[src/rtl/pong_pkg.sv]
// Shared types and constants for the pong score keeper and its BCD helper.
package pong_pkg;

    localparam int LCD_HEIGHT_DEF = 320;
    localparam int BALL_SIZE_DEF  = 8;
    localparam int MAX_SCORE_DEF  = 10;
    localparam int HOLD_TICKS_DEF = 60;

    localparam int SCORE_W = 4;
    localparam int HOLD_W  = 8;
    localparam int BALL_W  = 9;

    typedef enum logic [2:0] {
        IDLE  = 3'd0,
        SERVE = 3'd1,
        PLAY  = 3'd2,
        HOLD  = 3'd3,
        OVER  = 3'd4
    } state_t;

    localparam logic [1:0] WIN_NONE = 2'b00;
    localparam logic [1:0] WIN_P1   = 2'b01;
    localparam logic [1:0] WIN_P2   = 2'b10;

    // Match bookkeeping that moves together on a goal or a new game.
    typedef struct packed {
        logic [SCORE_W-1:0] score_1;
        logic [SCORE_W-1:0] score_2;
        logic [1:0]         winner;
        logic               serve_dir;
        logic               goal;
        logic [HOLD_W-1:0]  hold_cnt;
    } match_t;

    function automatic logic [SCORE_W-1:0] sat_inc(input logic [SCORE_W-1:0] s,
                                                   input logic [SCORE_W-1:0] lim);
        return (s >= lim) ? lim : s + 1'b1;
    endfunction

    function automatic logic [7:0] bin_to_bcd(input logic [SCORE_W-1:0] b);
        logic       tens;
        logic [3:0] ones;
        tens = (b >= 4'd10);
        ones = tens ? b - 4'd10 : b;
        return {3'b000, tens, ones};
    endfunction

endpackage

[src/rtl/score_keeper_if.sv]
// Bus between the score keeper and the rest of the game; SCORE_BCD_EN adds BCD scores.
interface score_keeper_if;
    import pong_pkg::*;

    logic               game_tick;
    logic [BALL_W-1:0]  ball_y;
    logic               start;
    logic               serve_ack;
    logic               serve_req;
    logic               serve_dir;
    logic               freeze;
    logic               goal_pulse;
    logic [SCORE_W-1:0] score_1;
    logic [SCORE_W-1:0] score_2;
    logic               game_over;
    logic [1:0]         winner;
`ifdef SCORE_BCD_EN
    logic [7:0]         score_1_bcd;
    logic [7:0]         score_2_bcd;
`endif

    modport master (
        output game_tick, ball_y, start, serve_ack,
        input  serve_req, serve_dir, freeze, goal_pulse, score_1, score_2, game_over, winner
`ifdef SCORE_BCD_EN
        , input score_1_bcd, score_2_bcd
`endif
    );

    modport slave (
        input  game_tick, ball_y, start, serve_ack,
        output serve_req, serve_dir, freeze, goal_pulse, score_1, score_2, game_over, winner
`ifdef SCORE_BCD_EN
        , output score_1_bcd, score_2_bcd
`endif
    );

endinterface

[src/rtl/score_to_bcd.sv]
// Registered 4-bit binary to two-digit BCD converter.
module score_to_bcd
    import pong_pkg::*;
(
    input  logic               clock,
    input  logic               reset,
    input  logic [SCORE_W-1:0] bin,
    output logic [7:0]         bcd
);

    always_ff @(posedge clock) begin
        if (reset) bcd <= '0;
        else       bcd <= bin_to_bcd(bin);
    end

endmodule

[src/rtl/score_keeper.sv]
// Pong score keeper: serve handshake, goal detection, post-goal hold and game-over.
// Optional SCORE_BCD_EN adds registered BCD copies of both scores.
module score_keeper
    import pong_pkg::*;
#(
    parameter int LCD_HEIGHT = LCD_HEIGHT_DEF,
    parameter int BALL_SIZE  = BALL_SIZE_DEF,
    parameter int MAX_SCORE  = MAX_SCORE_DEF,
    parameter int HOLD_TICKS = HOLD_TICKS_DEF
) (
    input  logic clock,
    input  logic reset,
    score_keeper_if.slave bus
);

    localparam logic [BALL_W-1:0]  GOAL2_Y   = BALL_W'(LCD_HEIGHT - BALL_SIZE);
    localparam logic [SCORE_W-1:0] MAX_S     = SCORE_W'(MAX_SCORE);
    localparam logic [HOLD_W-1:0]  HOLD_INIT = HOLD_W'(HOLD_TICKS);

    state_t state_q, state_n;
    match_t m_q, m_n;
    logic   serve_req_q, freeze_q, game_over_q;
    logic   goal_1, goal_2;

    // Player 1 wins the tie if both zones ever overlap.
    assign goal_1 = (bus.ball_y == '0);
    assign goal_2 = (bus.ball_y >= GOAL2_Y);

    always_comb begin
        state_n = state_q;
        m_n     = m_q;
        m_n.goal = 1'b0;
        case (state_q)
            IDLE, OVER: begin
                if (bus.start) begin
                    m_n.score_1   = '0;
                    m_n.score_2   = '0;
                    m_n.winner    = WIN_NONE;
                    m_n.serve_dir = 1'b0;
                    state_n       = SERVE;
                end
            end
            SERVE: begin
                if (bus.serve_ack) state_n = PLAY;
            end
            PLAY: begin
                if (bus.game_tick && (goal_1 || goal_2)) begin
                    m_n.goal = 1'b1;
                    if (goal_1) begin
                        m_n.score_1   = sat_inc(m_q.score_1, MAX_S);
                        m_n.serve_dir = 1'b1;
                    end else begin
                        m_n.score_2   = sat_inc(m_q.score_2, MAX_S);
                        m_n.serve_dir = 1'b0;
                    end
                    if (goal_1 ? (m_n.score_1 == MAX_S) : (m_n.score_2 == MAX_S)) begin
                        m_n.winner = goal_1 ? WIN_P1 : WIN_P2;
                        state_n    = OVER;
                    end else begin
                        m_n.hold_cnt = HOLD_INIT;
                        state_n      = HOLD;
                    end
                end
            end
            HOLD: begin
                if (bus.game_tick) begin
                    if (m_q.hold_cnt <= HOLD_W'(1)) begin
                        m_n.hold_cnt = '0;
                        state_n      = SERVE;
                    end else begin
                        m_n.hold_cnt = m_q.hold_cnt - 1'b1;
                    end
                end
            end
            default: state_n = IDLE;
        endcase
    end

    // Flag outputs are registered from the next state so they line up with it.
    always_ff @(posedge clock) begin
        if (reset) begin
            state_q     <= IDLE;
            m_q         <= '0;
            serve_req_q <= 1'b0;
            freeze_q    <= 1'b1;
            game_over_q <= 1'b0;
        end else begin
            state_q     <= state_n;
            m_q         <= m_n;
            serve_req_q <= (state_n == SERVE);
            freeze_q    <= (state_n != PLAY);
            game_over_q <= (state_n == OVER);
        end
    end

    assign bus.serve_req  = serve_req_q;
    assign bus.serve_dir  = m_q.serve_dir;
    assign bus.freeze     = freeze_q;
    assign bus.goal_pulse = m_q.goal;
    assign bus.score_1    = m_q.score_1;
    assign bus.score_2    = m_q.score_2;
    assign bus.game_over  = game_over_q;
    assign bus.winner     = m_q.winner;

`ifdef SCORE_BCD_EN
    // Fed from next-state scores so the BCD copies change with the binary ones.
    score_to_bcd u_bcd_1 (
        .clock (clock),
        .reset (reset),
        .bin   (m_n.score_1),
        .bcd   (bus.score_1_bcd)
    );
    score_to_bcd u_bcd_2 (
        .clock (clock),
        .reset (reset),
        .bin   (m_n.score_2),
        .bcd   (bus.score_2_bcd)
    );
`endif

endmodule

[src/flat_wrapper.sv]
// flat-port wrapper written by rule: the top's interface ports become plain ports
module score_keeper_flat import pong_pkg::*;
#(
    parameter int LCD_HEIGHT = LCD_HEIGHT_DEF,
    parameter int BALL_SIZE  = BALL_SIZE_DEF,
    parameter int MAX_SCORE  = MAX_SCORE_DEF,
    parameter int HOLD_TICKS = HOLD_TICKS_DEF
)
  (clock, reset, bus_game_tick, bus_ball_y, bus_start, bus_serve_ack, bus_serve_req, bus_serve_dir, bus_freeze, bus_goal_pulse, bus_score_1, bus_score_2, bus_game_over, bus_winner);
  score_keeper_if bus_i ();
  input  logic clock;
  input  logic reset;
  input wire logic [$bits(bus_i.game_tick)-1:0] bus_game_tick;
  input wire logic [$bits(bus_i.ball_y)-1:0] bus_ball_y;
  input wire logic [$bits(bus_i.start)-1:0] bus_start;
  input wire logic [$bits(bus_i.serve_ack)-1:0] bus_serve_ack;
  output wire logic [$bits(bus_i.serve_req)-1:0] bus_serve_req;
  output wire logic [$bits(bus_i.serve_dir)-1:0] bus_serve_dir;
  output wire logic [$bits(bus_i.freeze)-1:0] bus_freeze;
  output wire logic [$bits(bus_i.goal_pulse)-1:0] bus_goal_pulse;
  output wire logic [$bits(bus_i.score_1)-1:0] bus_score_1;
  output wire logic [$bits(bus_i.score_2)-1:0] bus_score_2;
  output wire logic [$bits(bus_i.game_over)-1:0] bus_game_over;
  output wire logic [$bits(bus_i.winner)-1:0] bus_winner;
  assign bus_i.game_tick = bus_game_tick;
  assign bus_i.ball_y = bus_ball_y;
  assign bus_i.start = bus_start;
  assign bus_i.serve_ack = bus_serve_ack;
  assign bus_serve_req = bus_i.serve_req;
  assign bus_serve_dir = bus_i.serve_dir;
  assign bus_freeze = bus_i.freeze;
  assign bus_goal_pulse = bus_i.goal_pulse;
  assign bus_score_1 = bus_i.score_1;
  assign bus_score_2 = bus_i.score_2;
  assign bus_game_over = bus_i.game_over;
  assign bus_winner = bus_i.winner;
  score_keeper #(.LCD_HEIGHT(LCD_HEIGHT), .BALL_SIZE(BALL_SIZE), .MAX_SCORE(MAX_SCORE), .HOLD_TICKS(HOLD_TICKS)) u_core (.clock(clock), .reset(reset), .bus(bus_i));
endmodule
[config.mk]
export PLATFORM = sky130hd
export DESIGN_NAME = score_keeper_flat
export DESIGN_NICKNAME = d
export VERILOG_FILES = /design/src/rtl/pong_pkg.sv /design/src/rtl/score_keeper_if.sv /design/src/rtl/score_to_bcd.sv /design/src/rtl/score_keeper.sv /design/src/flat_wrapper.sv
export SDC_FILE = /design/constraint.sdc
export NUM_CORES = 1
export LEC_CHECK = 0
export ABC_AREA = 1
export BUFFER_PORTS_ARGS = -buffer_cell sky130_fd_sc_hd__buf_2
export CAP_MARGIN = 15
export CORE_ASPECT_RATIO = 1.4
export CORE_UTILIZATION = 55
export CTS_CLUSTER_DIAMETER = 150
export DETAILED_ROUTE_END_ITERATION = 8
export GPL_TIMING_DRIVEN = 0
export PLACE_DENSITY = 0.87
export SLEW_MARGIN = 20
export SYNTH_ARGS = -nofsm -noshare
export SYNTH_HDL_FRONTEND = slang
export SYNTH_SLANG_ARGS = --single-unit
[constraint.sdc]
create_clock -name clock -period 2.4 [get_ports clock]
set_input_delay 0.48 -clock clock [delete_from_list [all_inputs] [get_ports clock]]
set_output_delay 0.48 -clock clock [all_outputs]
set_load 0.005 [all_outputs]
==> results of run 1 <==
==> how the worst min path moves through the flow <==
stage                                     from  slack (ps)                    to
after floorplan           u_core.bus.serve_dir         440  u_core.bus.serve_dir
after global placement    u_core.bus.serve_dir         440  u_core.bus.serve_dir
after detailed placement  u_core.bus.serve_dir         450  u_core.bus.serve_dir
after CTS                                reset         450  u_core.bus.game_over
after global routing                     reset         450  u_core.bus.game_over
final                                    reset         450  u_core.bus.game_over
==> cell families (layout without fill, tap and decap cells) <==
group           after synthesis  count (layout)
buf+inv                      48              80
flops                        26              26
fa+ha+maj                     6               6
compound gates               40              40
xor+xnor                      5               5
simple gates                132             132
==> Yosys cell counts (2+ instances only) <==
| cell | n |
|---|---|
| nand2_1 | 55 |
| nor2_1 | 32 |
| inv_1 | 30 |
| dfxtp_1 | 26 |
| a21oi_1 | 16 |
| nand3_1 | 15 |
| nand2_2 | 11 |
| buf_4 | 10 |
| o21ai_0 | 10 |
| ha_1 | 6 |
| inv_2 | 5 |
| nor2_4 | 5 |
| o21ai_2 | 5 |
| nor2_2 | 4 |
| o211ai_1 | 3 |
| xnor2_1 | 3 |
| a21oi_2 | 2 |
| nand2_4 | 2 |
| nand4_1 | 2 |
| xor2_1 | 2 |
==> metal layers <==
metal | global-route usage [%] | vias to the layer above | wire, um
met5 | 0 | - | 0
met4 | 6.67 | 0 | 59
met3 | 2.43 | 9 | 122
met2 | 45.0 | 37 | 2120
met1 | 23.2 | 778 | 1470
li1 | - | 866 | -
==> metrics by stage <==
step	util, %	setup WS [ps]	instances
2_1_floorplan	-	694	257
3_3_place_gp	63.3	448	324
3_5_place_dp	63.3	416	324
4_1_cts	65.0	489	328
5_1_grt	65.0	367	328
6_report	65.0	502	328
==> power groups by stage <==
stage	clock, mW	combinational [mW]	sequential [mW]
global route	0.303	0.209	0.463
global placement	0	0.179	0.471
detailed placement	0	0.185	0.471
CTS	0.284	0.187	0.460
floorplan	0	0.136	0.469
finish	0.288	0.187	0.460
==> layout make-up <==
type / count / area [um2]
fill: 270 / 1080
inverter: 35 / 131
tap: 39 / 48.8
clock buffer: 4 / 55.1
timing repair buffer: 28 / 140
sequential: 26 / 520
multi-input combinational: 183 / 1010
buffer: 13 / 104
==> state kept, by name, indices dropped and copies added (netlist names) <==
| signal | count |
|---|---|
| u_core.bus.score_2 | 4 |
| u_core.m_q | 8 |
| u_core.state_q | 3 |
| u_core.bus.serve_req | 1 |
| u_core.bus.serve_dir | 1 |
| u_core.bus.score_1 | 4 |
| u_core.bus.game_over | 1 |
| u_core.bus.freeze | 1 |
| u_core.bus.goal_pulse | 1 |
| u_core.bus.winner | 2 |
==> cell usage in the layout, fill, tap and decap left out <==
cell type,count
nand2_4,2
nor3_4,1
o21ai_2,5
nor2_2,4
nand3_1,15
o21bai_1,1
a21oi_2,2
inv_1,30
ha_1,6
buf_12,1
nand4_1,2
nand3_2,1
nand2_1,55
a21oi_1,16
buf_2,29
a21boi_0,1
nor2_4,5
nor3b_1,1
o2111ai_1,1
nor2_1,32
buf_4,10
o211ai_1,3
inv_2,5
clkbuf_8,4
xnor2_1,3
nand3b_1,1
o21ai_1,1
nor3_1,1
dfxtp_1,26
xor2_1,2
o21ai_0,10
nand3_4,1
clkbuf_1,1
nand2_2,11
==> flow_summary.json, run 1 <==
{
  "required_ps": 2550,
  "synth.mux.area_fraction_pct": 0,
  "finalMaxSlewViolations": 0,
  "drive_above_1_share_pct": 28.0,
  "worst_slew_pin_slew_ps": 619,
  "critical_path.top_delay_family": "simple AND/OR/NAND/NOR gates",
  "viasPerCell": 5.15,
  "wl_per_cell_um": 11.5,
  "ys.flop_type": "dfxtp_1",
  "min_period_ps": 1900,
  "track_usage_pct": 22.5,
  "synth_nets": 277,
  "status": "finished clean",
  "power_switching_share_pct": 28.4,
  "io_buffer_count": 28,
  "grt-ovfl-total": 0,
  "hold_viol_final": 0,
  "relSlewSlack_pct": 58.7,
  "p_int_mw": 0.670,
  "tns_ps": 0,
  "cp_common_cell": "nand2_1",
  "clock_path_buffers": 2,
  "gp_congestion": 0.839,
  "synth.yosys.seq_area_share_pct": 29.4,
  "finalSetupViolCount": 0,
  "min_period_over_period_pct": 79.1,
  "dieArea_um2": 3450,
  "cts.sink_count": 26,
  "rows": 24,
  "die_h_um": 69.1,
  "grt_max_degree": 15,
  "postRouteAntennaNets": 0,
  "cp_max_fo": 10,
  "start_util_pct": 57.2,
  "clkTransAtPathRegs_ps": 90,
  "synth.avg_cell_area_um2": 6.88,
  "wirelength_um": 3760,
  "hold_slack_ps": 447,
  "cts_tree": "built",
  "drc": 0,
  "post-cts-setup-buffer-count": 0,
  "synthSimpleGateAreaFrac_pct": 36.8,
  "crit_chain": "inv_1, ha_1, nand3_1, nand2_1, nor2_1, nand2_1, nand2_1, nor2_4, nand3_4, nand2_4, buf_12, o21ai_2, nor2_2",
  "synth_top_cell_area_share_pct": 29.4,
  "ys_top_cells_by_area": "dfxtp_1 29%, nand2_1 12%, nor2_1 6.8%",
  "powerDensity_nw_per_um2": 465,
  "netlist_area_um2": 1770,
  "ys_ff_latch": 26,
  "first_pass_iters": 4,
  "die_width_um": 49.9,
  "regToRegStartpoint": "u_core.bus.score_2[0]",
  "critPathMaxStageDelay_ps": 450,
  "drt_iter0_drc": 69,
  "grt_pass1_vias": 1595,
  "syn_inst": 257,
  "diodes": 0,
  "final_nets": 310,
  "start_kind": "register",
  "placed_cell_area_um2": 1960,
  "hold_class": "input port to register",
  "p_comb_share_pct": 20.0,
  "synthToLayoutAreaGrowth_pct": 13.8,
  "pin_count": 29,
  "cap_viol_max_count": 0,
  "hold_buffers": 0,
  "htree_levels": 1,
  "crit_path_end": "u_core.m_q[1]",
  "fin_skew_ps": 2.92,
  "min_path_cells": 2,
  "crit_path_top_delay_cell": "dfxtp_1",
  "synth-warning-count": 0,
  "crit_type": "register to register",
  "max_clock_freq_mhz": 527,
  "synth_compound_gate_area_share_pct": 13.7,
  "cts_root_buf": "clkbuf_8",
  "cts-buffers-inserted": 3,
  "rr_worst_depth": 13,
  "clkPwrFrac_pct": 30.8,
  "arrival_ps": 2050,
  "crit_path_end_kind": "register",
  "synth_top_family_by_area": "simple AND/OR/NAND/NOR gates",
  "worstReg2RegEnd": "u_core.m_q[1]",
  "worstSetupPathDepth": 13,
  "ys_types": 33,
  "dp_hpwl_um": 2920,
  "net-switching-power_mw": 0.266,
  "cp_num_buf_inv": 2,
  "rrSetupSlack_ps": 500,
  "p_leak_nw": 0.987,
  "synth_adder_area_share_pct": 4.25,
  "p_total_mw": 0.936,
  "power_frac_seq_pct": 49.2,
  "synth_top_area_cell": "dfxtp_1",
  "grt_pass1_wl_um": 6270,
  "synth_edf_count": 0,
  "num_vias": 1690,
  "final_area_um2": 2010,
  "grt_setup_unrepaired": "no",
  "antenna_found_initial": 0,
  "async_reset_ff_share_pct": 0,
  "ctsResizeCount": 0,
  "synth_xor_area_share_pct": 2.48,
  "core_area_um2": 3090,
  "clk_latency_ps": 270,
  "ir_drop_mv": 0.339,
  "startpoint": "u_core.bus.score_2[0]"
}
Power figures use the tool's default switching activity.
==> run 2, diff against run 1 <==
==> constraint.sdc (replaced) <==
create_clock -name clock -period 1.9 [get_ports clock]
set_input_delay 0.38 -clock clock [delete_from_list [all_inputs] [get_ports clock]]
set_output_delay 0.38 -clock clock [all_outputs]
set_load 0.005 [all_outputs]
==> flow_summary.json, run 2 (synthesis results as in run 1) <==
{
  "status": "finished clean",
  "final_common_cell": "nand2_1",
  "dp_cells": 324,
  "viasPerCell": 5.27,
  "crit_type": "register to register",
  "grt_pass1_wl_um": 6270,
  "min_period_over_period_pct": 95.1,
  "worst_slack_ps": 93.9,
  "postRouteAntennaNets": 0,
  "hold_class": "input port to register",
  "cp_max_fo": 10,
  "fin_skew_ps": 4.08,
  "grt-ovfl-total": 0,
  "clkTransAtPathRegs_ps": 90,
  "p_total_mw": 1.18,
  "regMostFlops": "u_core.m_q",
  "critPathMaxStageDelay_ps": 380,
  "drc": 0,
  "finalMaxSlewViolations": 0,
  "track_usage_pct": 22.5,
  "worst_slew_pin_slew_ps": 600,
  "crit_path_end_kind": "register",
  "finalSetupViolCount": 0,
  "critical_path.top_delay_family": "simple AND/OR/NAND/NOR gates",
  "hold_slack_ps": 352,
  "arrival_ps": 1960,
  "crit_chain": "inv_1, ha_1, a21boi_0, nand2_1, nand2_2, nor2_4, nand3_4, nand2_4, buf_12, nand2_2, o21ai_2, nor2_2",
  "place_ws_ps": 15.3,
  "gp_congestion": 0.839,
  "start_util_pct": 57.2,
  "diodes": 0,
  "hold_viol_final": 0,
  "grt_max_degree": 15,
  "rows": 24,
  "mostFrequentLayoutCells": "54 x nand2_1, 32 x nor2_1, 30 x inv_1",
  "finalNonFillerCells": 328,
  "fillers": 266,
  "drive_above_1_share_pct": 30.8,
  "placed_cell_area_um2": 1960,
  "tns_ps": 0,
  "io_buffer_count": 28,
  "die_h_um": 69.1,
  "cts_root_buf": "clkbuf_8",
  "max_clock_freq_mhz": 554,
  "min_period_ps": 1810,
  "antenna_found_initial": 0,
  "p_leak_nw": 0.993,
  "largest_reg_flops": 8,
  "clock_path_buffers": 2,
  "hold_buffers": 0,
  "cts-buffers-inserted": 3,
  "powerDensity_nw_per_um2": 580,
  "pin_count": 29,
  "htree_levels": 1,
  "relSlewSlack_pct": 60.0,
  "first_pass_iters": 4,
  "ir_drop_mv": 0.424,
  "cp_common_cell": "nand2_2",
  "wirelength_um": 3780,
  "synthToLayoutAreaGrowth_pct": 15.4,
  "final_area_um2": 2040,
  "crit_path_top_delay_cell": "dfxtp_4",
  "cp_num_buf_inv": 2,
  "cts.sink_count": 26,
  "wl_per_cell_um": 11.5,
  "die_width_um": 49.9,
  "final_nets": 310,
  "cts_tree": "built",
  "dieArea_um2": 3450,
  "post-cts-setup-buffer-count": 0,
  "clk_latency_ps": 270,
  "required_ps": 2050,
  "grt_pass1_vias": 1595,
  "core_area_um2": 3090,
  "cap_viol_max_count": 0,
  "num_vias": 1729,
  "start_kind": "register",
  "drt_iter0_drc": 85,
  "dp_hpwl_um": 2920,
  "postLayoutCoreUtil_pct": 65.9
}
## run 2: layout make-up
type / count / area (um2) / area share [%]
Inverter: 35 / 131 / 6.44
Clock buffer: 4 / 55.1 / 2.70
Multi-Input combinational cell: 183 / 1030 / 50.5
Timing Repair Buffer: 28 / 140 / 6.87
Sequential cell: 26 / 531 / 26.0
Tap cell: 39 / 48.8 / 2.39
Buffer: 13 / 104 / 5.09
## run 2: final timing paths
path | startpoint | to | slack [ps] | cells after the start
min | reset | u_core.bus.game_over | 350 | 2
min reg2reg | u_core.bus.serve_dir | u_core.bus.serve_dir | 470 | 2
max reg2reg | u_core.bus.score_1[0] | u_core.m_q[1] | 90 | 12
max | u_core.bus.score_1[0] | u_core.m_q[1] | 90 | 12
## run 2: worst reg2reg max path, stage by stage, from the launching register on
cell and delay [ps]:
dfxtp_4 380, inv_1 60, ha_1 290, a21boi_0 130
nand2_1 110, nand2_2 80, nor2_4 150, nand3_4 120
nand2_4 100, buf_12 130, nand2_2 50, o21ai_2 60
nor2_2 40
## run 2: what timing repair did
| action | 4_1_cts | 5_1_grt |
|---|---|---|
| pin swaps | 0 | 0 |
| setup endpoints to repair | 1 | 13 |
| gates resized for setup | 1 | 9 |
## run 2: metal layers
metal | up-vias | track usage [%] | part of all wire (%)
met5 | - | 0 | 0
met2 | 54 | 45.0 | 57
met4 | 0 | 6.67 | 1.4
met3 | 8 | 2.43 | 4.3
li1 | 868 | - | -
met1 | 799 | 23.2 | 38
## run 2: power breakdown
group | internal [mW] | leakage [nW] | switching [mW]
clock | 0.185 | 0.0288 | 0.178
sequential | 0.563 | 0.213 | 0.0158
combinational | 0.0968 | 0.751 | 0.144
total | 0.845 | 0.993 | 0.337
